File: config.mk
export PLATFORM = sky130hd
export DESIGN_NAME = carry_select_subtractor_pipe_flat
export DESIGN_NICKNAME = d
export VERILOG_FILES = /design/src/rtl/carry_select_subtractor_pipe_if.sv /design/src/rtl/carry_select_subtractor_pipe.sv /design/src/flat_wrapper.sv
export SDC_FILE = /design/constraint.sdc
export NUM_CORES = 1
export LEC_CHECK = 0
export ABC_AREA = 1
export ABC_CLOCK_PERIOD_IN_PS = 4100
export BUFFER_PORTS_ARGS = -buffer_cell sky130_fd_sc_hd__buf_2
export CAP_MARGIN = 10
export CORE_ASPECT_RATIO = 1.2
export CORE_MARGIN = 1
export CORE_UTILIZATION = 45
export DETAILED_ROUTE_END_ITERATION = 12
export GPL_ROUTABILITY_DRIVEN = 1
export PLACE_DENSITY = 0.68
export SETUP_SLACK_MARGIN = 0.15
export SKIP_LAST_GASP = 1
export SLEW_MARGIN = 20
export SYNTH_ARGS = -nofsm -noshare
export SYNTH_HDL_FRONTEND = slang
export SYNTH_SLANG_ARGS = --single-unit
File: constraint.sdc
create_clock -name clk -period 4.1 [get_ports clk]
set_input_delay 0 -clock clk [delete_from_list [all_inputs] [get_ports clk]]
set_output_delay 0 -clock clk [all_outputs]
set_load 0.05 [all_outputs]
File: src/rtl/carry_select_subtractor_pipe_if.sv
`default_nettype none
// ============================================================================
// Module   : carry_select_subtractor_pipe_if
// Purpose  : Valid/ready operand and result bundle for the pipelined subtractor.
// Revision : 1.0
// ============================================================================
interface carry_select_subtractor_pipe_if #(
    parameter int N = 8
);
    logic         in_valid;
    logic         in_ready;
    logic [N-1:0] a;
    logic [N-1:0] b;
    logic         bin;
    logic         out_valid;
    logic         out_ready;
    logic [N-1:0] diff;
    logic         bout;
    logic         ovf;

    modport master (
        output in_valid, a, b, bin, out_ready,
        input  in_ready, out_valid, diff, bout, ovf
    );

    modport slave (
        input  in_valid, a, b, bin, out_ready,
        output in_ready, out_valid, diff, bout, ovf
    );
endinterface
`default_nettype wire

File: src/rtl/carry_select_subtractor_pipe.sv
`default_nettype none
// ============================================================================
// Module   : carry_select_subtractor_pipe
// Purpose  : Pipelined carry-select subtractor, one BLOCK-bit segment per stage.
// Revision : 1.0
// ============================================================================
module carry_select_subtractor_pipe #(
    parameter int N     = 8,
    parameter int BLOCK = 4
) (
    input  logic clk,
    input  logic rst,
    carry_select_subtractor_pipe_if.slave bus
);
    localparam int S = N / BLOCK;

    generate
        for (genvar k = 0; k < S; k++) begin : g_stage
            localparam int SRC_W  = N - k * BLOCK;
            localparam int DONE_W = (k + 1) * BLOCK;

            logic              r_valid;
            logic              r_brw;
            logic              r_amsb;
            logic              r_bmsb;
            logic [DONE_W-1:0] r_diff;

            logic              w_ready;
            logic              w_ready_next;
            logic              w_src_valid;
            logic              w_src_brw;
            logic              w_src_amsb;
            logic              w_src_bmsb;
            logic [SRC_W-1:0]  w_src_a;
            logic [SRC_W-1:0]  w_src_b;
            logic [DONE_W-1:0] w_next_diff;
            logic [BLOCK:0]    w_d0;
            logic [BLOCK:0]    w_d1;
            logic [BLOCK:0]    w_sel;

            if (k == 0) begin : g_head
                assign w_src_valid = bus.in_valid;
                assign w_src_brw   = bus.bin;
                assign w_src_amsb  = bus.a[N-1];
                assign w_src_bmsb  = bus.b[N-1];
                assign w_src_a     = bus.a;
                assign w_src_b     = bus.b;
                assign w_next_diff = w_sel[BLOCK-1:0];
            end else begin : g_body
                assign w_src_valid = g_stage[k-1].r_valid;
                assign w_src_brw   = g_stage[k-1].r_brw;
                assign w_src_amsb  = g_stage[k-1].r_amsb;
                assign w_src_bmsb  = g_stage[k-1].r_bmsb;
                assign w_src_a     = g_stage[k-1].g_rem.r_a_rem;
                assign w_src_b     = g_stage[k-1].g_rem.r_b_rem;
                assign w_next_diff = {w_sel[BLOCK-1:0], g_stage[k-1].r_diff};
            end

            if (k == S - 1) begin : g_tail
                assign w_ready_next = bus.out_ready;
            end else begin : g_link
                assign w_ready_next = g_stage[k+1].w_ready;
            end

            // Both borrow-in cases are formed up front; the registered borrow only picks one.
            assign w_d0    = {1'b0, w_src_a[BLOCK-1:0]} - {1'b0, w_src_b[BLOCK-1:0]};
            assign w_d1    = {1'b0, w_src_a[BLOCK-1:0]} - {1'b0, w_src_b[BLOCK-1:0]}
                             - (BLOCK + 1)'(1);
            assign w_sel   = w_src_brw ? w_d1 : w_d0;
            assign w_ready = !r_valid | w_ready_next;

            always_ff @(posedge clk or posedge rst) begin
                if (rst) begin
                    r_valid <= 1'b0;
                    r_brw   <= 1'b0;
                    r_amsb  <= 1'b0;
                    r_bmsb  <= 1'b0;
                    r_diff  <= '0;
                end else if (w_ready) begin
                    r_valid <= w_src_valid;
                    if (w_src_valid) begin
                        r_brw  <= w_sel[BLOCK];
                        r_amsb <= w_src_amsb;
                        r_bmsb <= w_src_bmsb;
                        r_diff <= w_next_diff;
                    end
                end
            end

            // Operand bits not yet consumed travel with the operation.
            if (SRC_W > BLOCK) begin : g_rem
                logic [SRC_W-BLOCK-1:0] r_a_rem;
                logic [SRC_W-BLOCK-1:0] r_b_rem;

                always_ff @(posedge clk or posedge rst) begin
                    if (rst) begin
                        r_a_rem <= '0;
                        r_b_rem <= '0;
                    end else if (w_ready && w_src_valid) begin
                        r_a_rem <= w_src_a[SRC_W-1:BLOCK];
                        r_b_rem <= w_src_b[SRC_W-1:BLOCK];
                    end
                end
            end
        end
    endgenerate

    assign bus.in_ready  = g_stage[0].w_ready;
    assign bus.out_valid = g_stage[S-1].r_valid;
    assign bus.diff      = g_stage[S-1].r_diff;
    assign bus.bout      = g_stage[S-1].r_brw;
    assign bus.ovf       = (g_stage[S-1].r_amsb != g_stage[S-1].r_bmsb)
                         & (g_stage[S-1].r_diff[N-1] != g_stage[S-1].r_amsb);
endmodule
`default_nettype wire
File: src/flat_wrapper.sv
// flat-port wrapper written by rule: the top's interface ports become plain ports
module carry_select_subtractor_pipe_flat 
#(
    parameter int N     = 8,
    parameter int BLOCK = 4
)
  (clk, rst, bus_in_valid, bus_a, bus_b, bus_bin, bus_out_ready, bus_in_ready, bus_out_valid, bus_diff, bus_bout, bus_ovf);
  carry_select_subtractor_pipe_if #(.N(N)) bus_i ();
  input  logic clk;
  input  logic rst;
  input wire logic [$bits(bus_i.in_valid)-1:0] bus_in_valid;
  input wire logic [$bits(bus_i.a)-1:0] bus_a;
  input wire logic [$bits(bus_i.b)-1:0] bus_b;
  input wire logic [$bits(bus_i.bin)-1:0] bus_bin;
  input wire logic [$bits(bus_i.out_ready)-1:0] bus_out_ready;
  output wire logic [$bits(bus_i.in_ready)-1:0] bus_in_ready;
  output wire logic [$bits(bus_i.out_valid)-1:0] bus_out_valid;
  output wire logic [$bits(bus_i.diff)-1:0] bus_diff;
  output wire logic [$bits(bus_i.bout)-1:0] bus_bout;
  output wire logic [$bits(bus_i.ovf)-1:0] bus_ovf;
  assign bus_i.in_valid = bus_in_valid;
  assign bus_i.a = bus_a;
  assign bus_i.b = bus_b;
  assign bus_i.bin = bus_bin;
  assign bus_i.out_ready = bus_out_ready;
  assign bus_in_ready = bus_i.in_ready;
  assign bus_out_valid = bus_i.out_valid;
  assign bus_diff = bus_i.diff;
  assign bus_bout = bus_i.bout;
  assign bus_ovf = bus_i.ovf;
  carry_select_subtractor_pipe #(.N(N), .BLOCK(BLOCK)) u_core (.clk(clk), .rst(rst), .bus(bus_i));
endmodule
==> Word level (Yosys, flattened, before mapping) <==
Cells that the tools add are included.
{ "op_classes": {"shift": 0, "addsub": 4, "n_mul": 0, "eq_ne": 2, "bitwise_logic": 3, "n_reduce_logical": 5, "magnitude_cmp": 0, "div_mod_pow": 0, "muxes": 2} }
{ "ops": {"columns": ["operator", "n"], "rows": [
  ["$mux 5", 2],
  ["$sub 4x4->5", 2],
  ["$sub 5x1->5 const B", 2],
  ["$reduce_and 2->1", 2],
  ["$logic_not 1->1", 2],
  ["$ne 1x1->1", 2],
  ["$or 1x1->1", 2],
  ["$and 1x1->1", 1],
  ["$logic_and 1x1->1", 1]
]} }
{ "word_totals": {"word_cells": 28, "latchBits": 0, "input_bits": 21, "ram_bits": 0, "n_memories": 0, "register_bits": 28, "rom_bits": 0} }

==> Logic depth before layout (Yosys ltp) <==
{ "logic_depth": {"depth_word": 4, "depth_mapped": 11} }

==> Worst setup path before layout <==
Ideal clock, no wire load.
{ "synth_timing": {"kind": "flip-flop to flip-flop", "from": "reg u_core.g_stage[0].g_rem.r_b_rem[0]", "to": "reg u_core.g_stage[1].r_diff[5], in the netlist u_core.bus.diff[5]", "t_arrival_ns": 1.715, "path_stages_with_launch": 6, "setup_time_ns": 0.083, "setup_slack_ns": 2.302, "n_path_buf": 0, "period_less_slack_ns": 1.798, "required_ns": 4.017, "path_cell_list": "dfrtp_1 ha_1 fa_1 ha_1 mux2_2 o21ai_0"} }
{ "synth_between": {"elab_chain_len": 3} }
{ "synth_lines": {"columns": ["item", "line_no", "text"], "rows": [
  ["start, declared", "carry_select_subtractor_pipe.sv:93", "logic [SRC_W-BLOCK-1:0] r_b_rem;"],
  ["start signal, assigned", "carry_select_subtractor_pipe.sv:101", "r_b_rem <= w_src_b[SRC_W-1:BLOCK];"],
  ["$sub 4x4->5 *", "carry_select_subtractor_pipe.sv:66, carry_select_subtractor_pipe.sv:67", null],
  ["$sub 5x1->5", "carry_select_subtractor_pipe.sv:68", "- (BLOCK + 1)'(1);"],
  ["$mux 5 *", "carry_select_subtractor_pipe.sv:69", "assign w_sel = w_src_brw ? w_d1 : w_d0;"],
  ["end signal, assigned", "carry_select_subtractor_pipe.sv:85", "r_diff <= w_next_diff;"],
  ["end, declared", "carry_select_subtractor_pipe.sv:26", "logic [DONE_W-1:0] r_diff;"]
]} }
Mark *: on every way between the ends. The rest lies on a longest branch, timed or not.
A chain may end at the register's enable or synchronous reset.

==> Worst setup path in the final report <==
{ "layout_timing": {"from": "reg u_core.g_stage[0].g_rem.r_a_rem[0]", "to": "reg u_core.g_stage[1].r_diff[5], in the netlist u_core.bus.diff[5]"} }
{ "layout_between": {"elab_chain_len": 3} }
{ "layout_lines": {"columns": ["item", "line_no", "text"], "rows": [
  ["start, declared", "carry_select_subtractor_pipe.sv:92", "logic [SRC_W-BLOCK-1:0] r_a_rem;"],
  ["start signal, assigned", "carry_select_subtractor_pipe.sv:100", "r_a_rem <= w_src_a[SRC_W-1:BLOCK];"],
  ["$sub 4x4->5 *", "carry_select_subtractor_pipe.sv:66, carry_select_subtractor_pipe.sv:67", null],
  ["$sub 5x1->5", "carry_select_subtractor_pipe.sv:68", null],
  ["$mux 5 *", "carry_select_subtractor_pipe.sv:69", null]
]} }
Marked as above.

==> flow_results.org <==
** Power and ir drop
- The internal power of the cells totals 0.000604 W.
- The analysis attributes to net switching a power of 0.000472 W.
- Registers are responsible for 33.7% of the overall power.
- Leakage power :: 1.05 nW
- Power spread over the standard cell area amounts to 552 nW/um2.
- Portion of total power attributed to the clock network :: 19.7%
- Net switching is 43.9% of the power.
- The worst-case IR drop observed on VDD is 438 uV.
- Gate power share :: 46.6%

** Global route
- The number of global-route vias before repair was 1253.
- Total routing usage reported by global routing :: 17.4%
- For this run, global-route usage on met3 was measured as 1.72%.
- First-pass GRT wire length :: 5.12 mm
- Pin count of the biggest net entering global routing :: 27
- The global routing stage identified its most utilized layer as met2.
- Met2 global-route usage :: 33.7%
- Global routing used 19.5% of the available met1 tracks.
- Total gr overflow :: 0
- The number of antenna violations at the first check in global routing was 0.

** Placement
- Port buffer count :: 32
- After detailed placement, the design holds a cell count of 272.
- Once detailed placement completed, the half-perimeter wirelength came to 2.31 mm.
- The congestion estimate from routability-driven global placement came to 0.765.

** Worst hold path
- The worst hold path passes through 3 cells.
- Worst Min Path Start :: bus_in_valid
- The min-delay analysis places its worst path in the category input pin to register.
- For hold timing, the worst endpoint is u_core.g_stage[0].r_valid$_DFFE_PP0N_.

** CTS
- CTS Buf Count :: 3
- CTS tree :: done
- H-tree depth reported by CTS :: 1
- The clock passes through at most 2 buffers.
- Clock-pin slew on the worst setup and hold paths :: 90 ps
- Clock tree synthesis selected as its root buffer the cell sky130_fd_sc_hd__clkbuf_8.
- Clock latency reported for the late side of the worst-skew pair :: 270 ps
- Sink count of the clock tree :: 26

** Floorplan
- Row generation in the floorplan step produced 23 rows.
- Initial cell density of the core :: 47.9%
- The die covers 3830 um2.
- From left edge to right edge, the die measures 56.6 um.
- In this run the count of I/O pins placed on the die edge is 33.
- Core Footprint :: 3370 um2
- The die is 67.6 um tall.

** Routing
- In the final routed layout, each cell accounts on average for 10.7 um.
- After detailed routing, the total wire length is 3.05 mm.
- Vias after detailed routing :: 1412
- Dividing the detail-routed via count by the number of cells gives 4.94.
- For this run, the detailed router's first-pass iteration total came to 4.
- Number of routed nets with antenna violations :: 0
- Iteration-0 DRC Markers :: 19
- For this run, design rule violations remaining after detail routing come to 0.

** Finish
- FF/Latch Area :: 651 um2
- Cells with a size suffix above 1 make up 20.9% of the layout.
- Count of placed standard cells in the final layout, fillers left out :: 286
- Counting the fill cells in the layout gives 326.
- Summing all multi-input logic gate instances after layout gives 796 um2.
- N_diodes :: 0
- Nets :: 283
- From synthesis to final layout, the design area changed by 21.0%.

** Synthesis
- Area fraction in compound gates after synthesis :: 8.15%
- After Yosys synthesis, and, or, nand and nor cells account for 29.7% of the synthesized area.
- Of the total synthesized cell area, the portion taken by full adders, half adders and majority gates is 10.2%.
- After synthesis, the netlist uses 26 different library cells.
- Share of cell area taken by muxes after synthesis :: 1.32%
- Share of synthesized registers carrying an async set or reset :: 100%
- When the netlist entered floorplanning its net count stood at 240.
- Number of synthesized flops with an enable pin :: 0
- Leading register cell type out of synthesis :: sky130_fd_sc_hd__dfrtp_1
- Cell type with the largest total area after synthesis :: sky130_fd_sc_hd__dfrtp_1
- Share of the synthesized netlist area taken by xor and xnor gates :: 0%
- Post-synth top cells :: sky130_fd_sc_hd__nand2_1 (62), sky130_fd_sc_hd__inv_1 (29), sky130_fd_sc_hd__dfrtp_1 (26), sky130_fd_sc_hd__nand3_1 (20), sky130_fd_sc_hd__nor2_1 (11)
- Total number of yosys warnings :: 0
- Most common cell in the netlist :: sky130_fd_sc_hd__nand2_1
- Fraction of the yosys area taken by sequential cells :: 40.4%
- Mapped Area :: 1610 um2
- Counting every instance in the synthesized netlist gives 207.
- Cell types occupying the most area after synthesis :: sky130_fd_sc_hd__dfrtp_1 (40%), sky130_fd_sc_hd__nand2_1 (14%), sky130_fd_sc_hd__ha_1 (7.8%)
- Main combinational cell family by area after synthesis :: simple AND/OR/NAND/NOR gates
- Proportion of netlist area held by the largest area contributor :: 40.4%
- Flip-flop and latch count after synthesis :: 26
- Avg Inst Size Synth :: 7.79 um2

** STA
- For the pin with the worst max-slew slack, the measured transition is 903 ps.
- In this run the tightest slew margin relative to its limit is 39.4%.
- For the final database, setup skew stands at 2.96 ps.
- Derived from the worst setup path, the maximum achievable clock frequency is 0.523 GHz.
- Setup violations remaining at the end of the flow were counted as 0.
- The worst path needs 1910 ps of the cycle, external delays included.
- Count of pins over their slew limit :: 0
- Hold timing on the final database bottoms out at a slack of -2.22 ps.
- Setup TNS :: 0 ps
- Setup repair after global routing left no endpoint under its margin.
- Of the available clock period, the critical path in the final layout requires 46.7%.
- The total count of hold-check failures in the final report was 1.

** Critical path
- The most numerous cell type found on the critical path is sky130_fd_sc_hd__ha_1.
- Among cell families on the critical path, the largest total delay comes from adder cells.
- On the worst path, the slowest cell contributes a delay of 470 ps.
- At the worst endpoint, the required time is 4290 ps.
- Launch point of the critical path :: u_core.g_stage[0].g_rem.r_a_rem[0]$_DFFE_PP0P_
- In this run the critical register-to-register path is captured at u_core.bus.diff[5]$_DFFE_PP0P_.
- The largest individual stage delay along the critical path comes from the cell sky130_fd_sc_hd__fa_1.
- STA classifies the critical path endpoint as a register.
- Arrival time of the worst setup path :: 2100 ps
- In this run the worst path has a maximum fanout of 4.
- R2r worst-path depth :: 6
- Worst setup SP type :: register
- In this run the number of cells on the critical path is 6.
- Setup slack on the worst reg-to-reg path comes out at 2190 ps.
- The worst register-to-register path begins at u_core.g_stage[0].g_rem.r_a_rem[0]$_DFFE_PP0P_.
- Walking the worst path, the cells encountered are inv_1, ha_1, fa_1, ha_1, mux2_2, o21ai_0.
- CP Class :: register to register
- Together, buffers and inverters on the worst path number 1.

** Run status
- The final reports fail on hold timing.
- Outcome :: finished, violations left

** Job
- Max-cap violations in this run came to 0.
## logic make-up (layout without fill, tap and decap cells)
logic type | after synthesis | in the layout
flops | 26 | 26
buf+inv | 37 | 79
fa+ha+maj | 12 | 12
mux | 2 | 2
simple gates | 107 | 107
compound gates | 23 | 23
## cells in the final DEF, fill, tap and decap left out, drive strengths merged
cell,count
mux2i,1
or2,2
dfrtp,26
a21oi,2
clkbuf,3
nand2,67
nand3,21
nor2,13
ha,10
o21ai,15
inv,32
o21bai,2
bufinv,1
dlygate4sd3,10
nand4,2
buf,32
fa,2
nor3,2
mux2,1
a31oi,4
clkinv,1
## final cells by class
class | instances | share of cell area [%]
well taps | 37 | 2.37
multi-input cells | 144 | 40.8
inverters | 33 | 6.48
flip-flops and latches | 26 | 33.4
clock inverters | 1 | 1.54
repair buffers | 42 | 13.3
clock buffers | 3 | 2.12
## power by group through the flow
stage          Sequential, W  Clock, W  Combinational, W
2_1_floorplan       0.000505         0          0.000260
3_3_place_gp        0.000367         0          0.000492
3_5_place_dp        0.000369         0          0.000496
4_1_cts             0.000364  0.000216          0.000506
5_1_grt             0.000370  0.000224          0.000556
6_report            0.000362  0.000212          0.000502
## registers in the layout, indices dropped and copies added, names as in the netlist
register and count:
u_core.bus.out_valid 1, u_core.g_stage.r_brw 1, u_core.g_stage.r_amsb 2, u_core.g_stage.r_valid 1, u_core.bus.diff 8, u_core.bus.bout 1
u_core.g_stage.r_diff 4, u_core.g_stage.g_rem.r_b_rem 4, u_core.g_stage.g_rem.r_a_rem 3, u_core.g_stage.r_bmsb 1
## worst reg2reg max path, stage by stage (launching register included)
cell and delay (ps):
sky130_fd_sc_hd__dfrtp_1 380, sky130_fd_sc_hd__inv_1 80, sky130_fd_sc_hd__ha_1 190, sky130_fd_sc_hd__fa_1 470, sky130_fd_sc_hd__ha_1 310, sky130_fd_sc_hd__mux2_2 260, sky130_fd_sc_hd__o21ai_0 150
## metal layers
metal  wire, um  part of all wire (%)
met1       1320                    43
met2       1600                    53
met3         90                   3.0
met4         30                  0.98
met5          0                     0
## stage by stage
step / worst slack, ps / cell area [um2] / power (W) / utilization (%)
2_1_floorplan: 2300 / 1610 / 0.000765 / -
3_3_place_gp: 2270 / 1780 / 0.000859 / 52.8
3_5_place_dp: 2190 / 1780 / 0.000865 / 52.8
4_1_cts: 2160 / 1950 / 0.00109 / 57.9
5_1_grt: 2030 / 1950 / 0.00115 / 57.9
6_report: 2190 / 1950 / 0.00108 / 57.9
## worst max-delay path by stage
| stage | to | slack (ps) |
|---|---|---|
| 3_3_place_gp | u_core.bus.diff[5]$_DFFE_PP0P_ | 2270 |
| 4_1_cts | u_core.bus.diff[5]$_DFFE_PP0P_ | 2160 |
| 6_report | u_core.bus.diff[5]$_DFFE_PP0P_ | 2190 |
| 5_1_grt | u_core.bus.diff[5]$_DFFE_PP0P_ | 2030 |
| 2_1_floorplan | u_core.bus.diff[5]$_DFFE_PP0P_ | 2300 |
| 3_5_place_dp | u_core.bus.diff[5]$_DFFE_PP0P_ | 2190 |
## what timing repair did
action,in CTS,in global routing
hold endpoints to repair,35,0
setup buffers,0,0
gates resized for setup,0,0
hold buffers,10,0
(Power assumes the default switching activity.)
